### src/rtl/serial_adder_sequencer.sv
// Bit-serial sequencer driving a single pulse-clocked one-bit full adder.
// Issues one bit per ADD_LATENCY+1 cycles, rippling the carry through the adder.
module serial_adder_sequencer #(
    parameter int WIDTH       = 8,
    parameter int ADD_LATENCY = 3
) (
    input  logic             clk,
    input  logic             rst_n,
    input  logic             in_valid,
    output logic             in_ready,
    input  logic [WIDTH-1:0] in_a,
    input  logic [WIDTH-1:0] in_b,
    input  logic             in_cin,
    output logic             add_a,
    output logic             add_b,
    output logic             add_cin,
    output logic             add_issue,
    input  logic             add_sum,
    input  logic             add_cout,
    output logic             out_valid,
    input  logic             out_ready,
    output logic [WIDTH-1:0] out_sum,
    output logic             out_cout,
    output logic             busy,
    output logic             protocol_err
);

    localparam int IDX_W = (WIDTH > 1) ? $clog2(WIDTH) : 1;
    localparam int CNT_W = (ADD_LATENCY > 1) ? $clog2(ADD_LATENCY) : 1;

    typedef enum logic [2:0] {IDLE, ISSUE, WAIT, CAPTURE, DONE} state_t;

    state_t             state;
    state_t             next_state;
    logic [WIDTH-1:0]   op_a;
    logic [WIDTH-1:0]   op_b;
    logic               carry;
    logic [IDX_W-1:0]   idx;
    logic [CNT_W-1:0]   cnt;
    logic               last_bit;

    assign last_bit = (idx == IDX_W'(WIDTH - 1));

    always_ff @(posedge clk or negedge rst_n) begin
        if (!rst_n) begin
            state <= IDLE;
        end else begin
            state <= next_state;
        end
    end

    always_comb begin
        next_state = state;
        case (state)
            IDLE:    if (in_valid) next_state = ISSUE;
            ISSUE:   next_state = (ADD_LATENCY == 1) ? CAPTURE : WAIT;
            WAIT:    if (cnt == CNT_W'(1)) next_state = CAPTURE;
            CAPTURE: next_state = last_bit ? DONE : ISSUE;
            DONE:    if (out_ready) next_state = IDLE;
            default: next_state = IDLE;
        endcase
    end

    // Operands only need to be valid while busy, so they carry no reset.
    always_ff @(posedge clk) begin
        if (state == IDLE && in_valid) begin
            op_a <= in_a;
            op_b <= in_b;
        end
    end

    always_ff @(posedge clk or negedge rst_n) begin
        if (!rst_n) begin
            idx          <= '0;
            cnt          <= '0;
            carry        <= 1'b0;
            out_sum      <= '0;
            out_cout     <= 1'b0;
            protocol_err <= 1'b0;
        end else begin
            // Adder outputs are only legal in the capture slot.
            if ((add_sum || add_cout) && state != CAPTURE) begin
                protocol_err <= 1'b1;
            end
            case (state)
                IDLE: begin
                    if (in_valid) begin
                        idx      <= '0;
                        carry    <= in_cin;
                        out_sum  <= '0;
                        out_cout <= 1'b0;
                    end
                end
                ISSUE: cnt <= CNT_W'(ADD_LATENCY - 1);
                WAIT:  cnt <= cnt - CNT_W'(1);
                CAPTURE: begin
                    out_sum[idx] <= add_sum;
                    carry        <= add_cout;
                    if (last_bit) begin
                        out_cout <= add_cout;
                    end else begin
                        idx <= idx + IDX_W'(1);
                    end
                end
                default: ;
            endcase
        end
    end

    // Pulses decode straight from state so they drop as soon as reset asserts.
    assign in_ready  = (state == IDLE);
    assign busy      = (state != IDLE);
    assign out_valid = (state == DONE);
    assign add_issue = (state == ISSUE);
    assign add_a     = add_issue & op_a[idx];
    assign add_b     = add_issue & op_b[idx];
    assign add_cin   = add_issue & carry;

endmodule

### config.mk
export PLATFORM = sky130hd
export DESIGN_NAME = serial_adder_sequencer
export DESIGN_NICKNAME = d
export VERILOG_FILES = /design/src/rtl/serial_adder_sequencer.sv
export SDC_FILE = /design/constraint.sdc
export NUM_CORES = 1
export LEC_CHECK = 0
export ABC_AREA = 1
export CORE_AREA = 2 2 65 55
export CTS_BUF_LIST = sky130_fd_sc_hd__clkbuf_2
export DETAILED_ROUTE_END_ITERATION = 8
export DIE_AREA = 0 0 67 57
export HOLD_SLACK_MARGIN = 0.1
export PLACE_DENSITY_LB_ADDON = 0.12
export SETUP_SLACK_MARGIN = 0.1
export SYNTH_ARGS = -nofsm -noshare
export SYNTH_HDL_FRONTEND = slang
export SYNTH_SLANG_ARGS = --single-unit
### constraint.sdc
create_clock -name clk -period 3.6 [get_ports clk]
set_clock_uncertainty 0.05 [all_clocks]
set_input_delay 1.08 -clock clk [delete_from_list [all_inputs] [get_ports clk]]
set_output_delay 1.08 -clock clk [all_outputs]
set_load 0.02 [all_outputs]
==> results.ini <==
[outcome]
status=completed

[drt]
drt-initial-drc-count=77
drc=0
final_antenna_net_count=0
drt-wirelength-per-cell_um=11.9
dr.pass1.iters=4
route.vias.total=1356
finalWirelength_mm=3.28
vias_per_cell=4.91

[setup_path]
start_kind=register
crit_fanout=8
cp.required_ps=2470
end_kind=output pin
crit_chain=inv_1 > nor2_4 > nand3_1 > nand2_1 > nor2_1 > a21oi_1 > clkdlybuf4s50_1
r2r_setup_slack_ps=1860
crit_arrival_ps=2250
crit_slowest_cell=clkdlybuf4s50_1
critical_path_class=register to output pin
critPathTopFamily=buffers and inverters
crit_buf_inv=2
slowest_delay_ps=620

[logic_synthesis]
yosys-top-cells-count=76 x nand2_1, 19 x dfrtp_1, 19 x inv_1
synth_flop_cell=dfrtp_1
synth_nets=214
syn_area_um2=1670
synthDominantCellAreaShare_pct=28.8
synth_top_cell_by_area=edfxtp_1
yosys-top-cells-area=edfxtp_1 29%, dfrtp_1 29%, nand2_1 17%
syn_inst=188
post_synth.cell_area_avg_um2=8.87
yosysUniqueCellTypes=23
synth-seq-cells=35
async_flop_share_pct=54.3
synth-seq-area-share_pct=57.3
yosys_warnings=0
yosysMostFrequentCell=nand2_1
synth_edf_count=16

[timing]
setup_slack_ps=224
hold_violations=0
finalSetupViolations=0
final_max_slew_viol_count=0
clock.fmax_mhz=296
period_needed_ps=3380
rsz0062_at_grt=true
hold_slack_ps=438
worst_pin_slew_ps=832
tns_ps=0
post-route-period-util_pct=93.8
slew_headroom_pct=44.4

[floorplan]
die_area_um2=3820
ioPinCount=40
die_w_um=67
die_h_um=57
rows=19
initial_core_util_pct=51.6
core_um2=3230

[final_layout]
area_growth_pct=30.8
multiInputGateArea_um2=609
fillCellCount=270
insertedDiodeCount=0
fin_util_pct=67.5
final_layout_size_suffix_gt1_share_pct=9.40
nets=259
stdcell_count=276
final-seq-area_um2=958

[worst_hold_path]
hp-class=register to register

[place]
dp_slack_ps=472
dp_hpwl_mm=2.48
io_buffers=39
placedCellCount=265
gp_congestion=0.859

[global_route]
grt_pass1_wl_mm=5.69
grt_usage_pct=20.3
grt_max_degree=20
grt_antenna_before_repair=0
globalRouteOverflowTotal=0
grt_pass1_vias=1293

[clock_network]
clk_pin_slew_worst_paths_ps=160
ctsHtreeMaxLevel=2
cts_tree=built
clock-root-buffer=clkbuf_2
clk_path_buf_depth=2
clk_latency_ps=400
cts_made_buffers=5
cts_sinks=35

[power_and_ir_drop]
irDropWorstVdd_v=0.000325
power_density_nw_per_um2=716
power.leakage_nw=1.02

[job]
timing.max_cap.violations=0

==> state kept, by name (all words and copies together) (netlist names) <==
register / flops
carry: 1
cnt: 2
idx: 3
op_a: 8
op_b: 8
out_cout: 1
out_sum: 8
protocol_err: 1
state: 3
==> worst reg2reg max path, stage by stage (launching register included) <==
cell     delay, ps
dfrtp_1        500
nor3_4         250
nand2_2        150
inv_1          460
==> cell families after synthesis <==
group / synth area share, %
simple gates: 29.9
fa+ha+maj: 2.25
compound gates: 4.20
flops: 57.3
buf+inv: 6.30
==> repair_timing <==
| action | 4_1_cts | 5_1_grt |
|---|---|---|
| hold buffers | 0 | 0 |
| setup buffers | 0 | 3 |
| resized for setup | 3 | 1 |
| pin swaps | 0 | 0 |
| setup endpoints to repair | 2 | 2 |
==> report_power, final <==
| group | internal, mW | total (mW) | switching [mW] | leakage (nW) |
|---|---|---|---|---|
| logic | 0.268 | 0.688 | 0.420 | 0.594 |
| clock network | 0.120 | 0.253 | 0.132 | 0.0392 |
| registers | 0.527 | 0.621 | 0.0934 | 0.391 |
==> stage by stage <==
step                      total power, mW  cell area (µm²)
after detailed placement             1.29             2080
after CTS                            1.55             2160
after floorplan                      1.07             1670
final                                1.56             2180
after global routing                 1.70             2180
after global placement               1.26             2080
==> final cells by class <==
type,instances,area share (%)
sequential,35,43.9
multi-input combinational,128,27.9
timing repair buffer,42,18.9
inverter,21,3.73
tap,42,2.41
clock inverter,2,1.72
clock buffer,6,1.38
==> path summary, 6_finish.rpt <==
| path | start | to | cells past startpoint |
|---|---|---|---|
| hold / removal | out_sum[7] | out_sum[7] | 2 |
| min in group asynchronous | rst_n | idx[0] | 1 |
| setup / recovery | idx[2] | add_a | 7 |
| setup reg to reg | state[0] | op_a[6] | 3 |
| hold reg to reg | out_sum[7] | out_sum[7] | 2 |
| max in group asynchronous | rst_n | idx[1] | 1 |
==> per-layer routing <==
metal  vias up  GRT usage [%]  part of all wire (%)  routed length, µm
li1        699              -                     -                  -
met1       610           26.2                    46               1500
met2        40           31.8                    47               1550
met3         7           5.52                   5.4                178
met4         0           9.33                   1.6                 53
met5         -              0                     0                  0
==> cell usage in the layout, fill, tap and decap left out, types with 2 or more instances in the layout <==
master,n
nand2_1,76
clkdlybuf4s50_1,39
inv_1,19
dfrtp_1,17
edfxtp_1,16
nand3_1,15
nor2_1,8
o21ai_0,6
clkbuf_2,6
nand4_1,5
a21oi_1,3
ha_1,3
buf_4,3
nor2_2,2
o21ai_1,2
dfrtp_2,2
No activity file was read; power rests on OpenSTA's default activity.
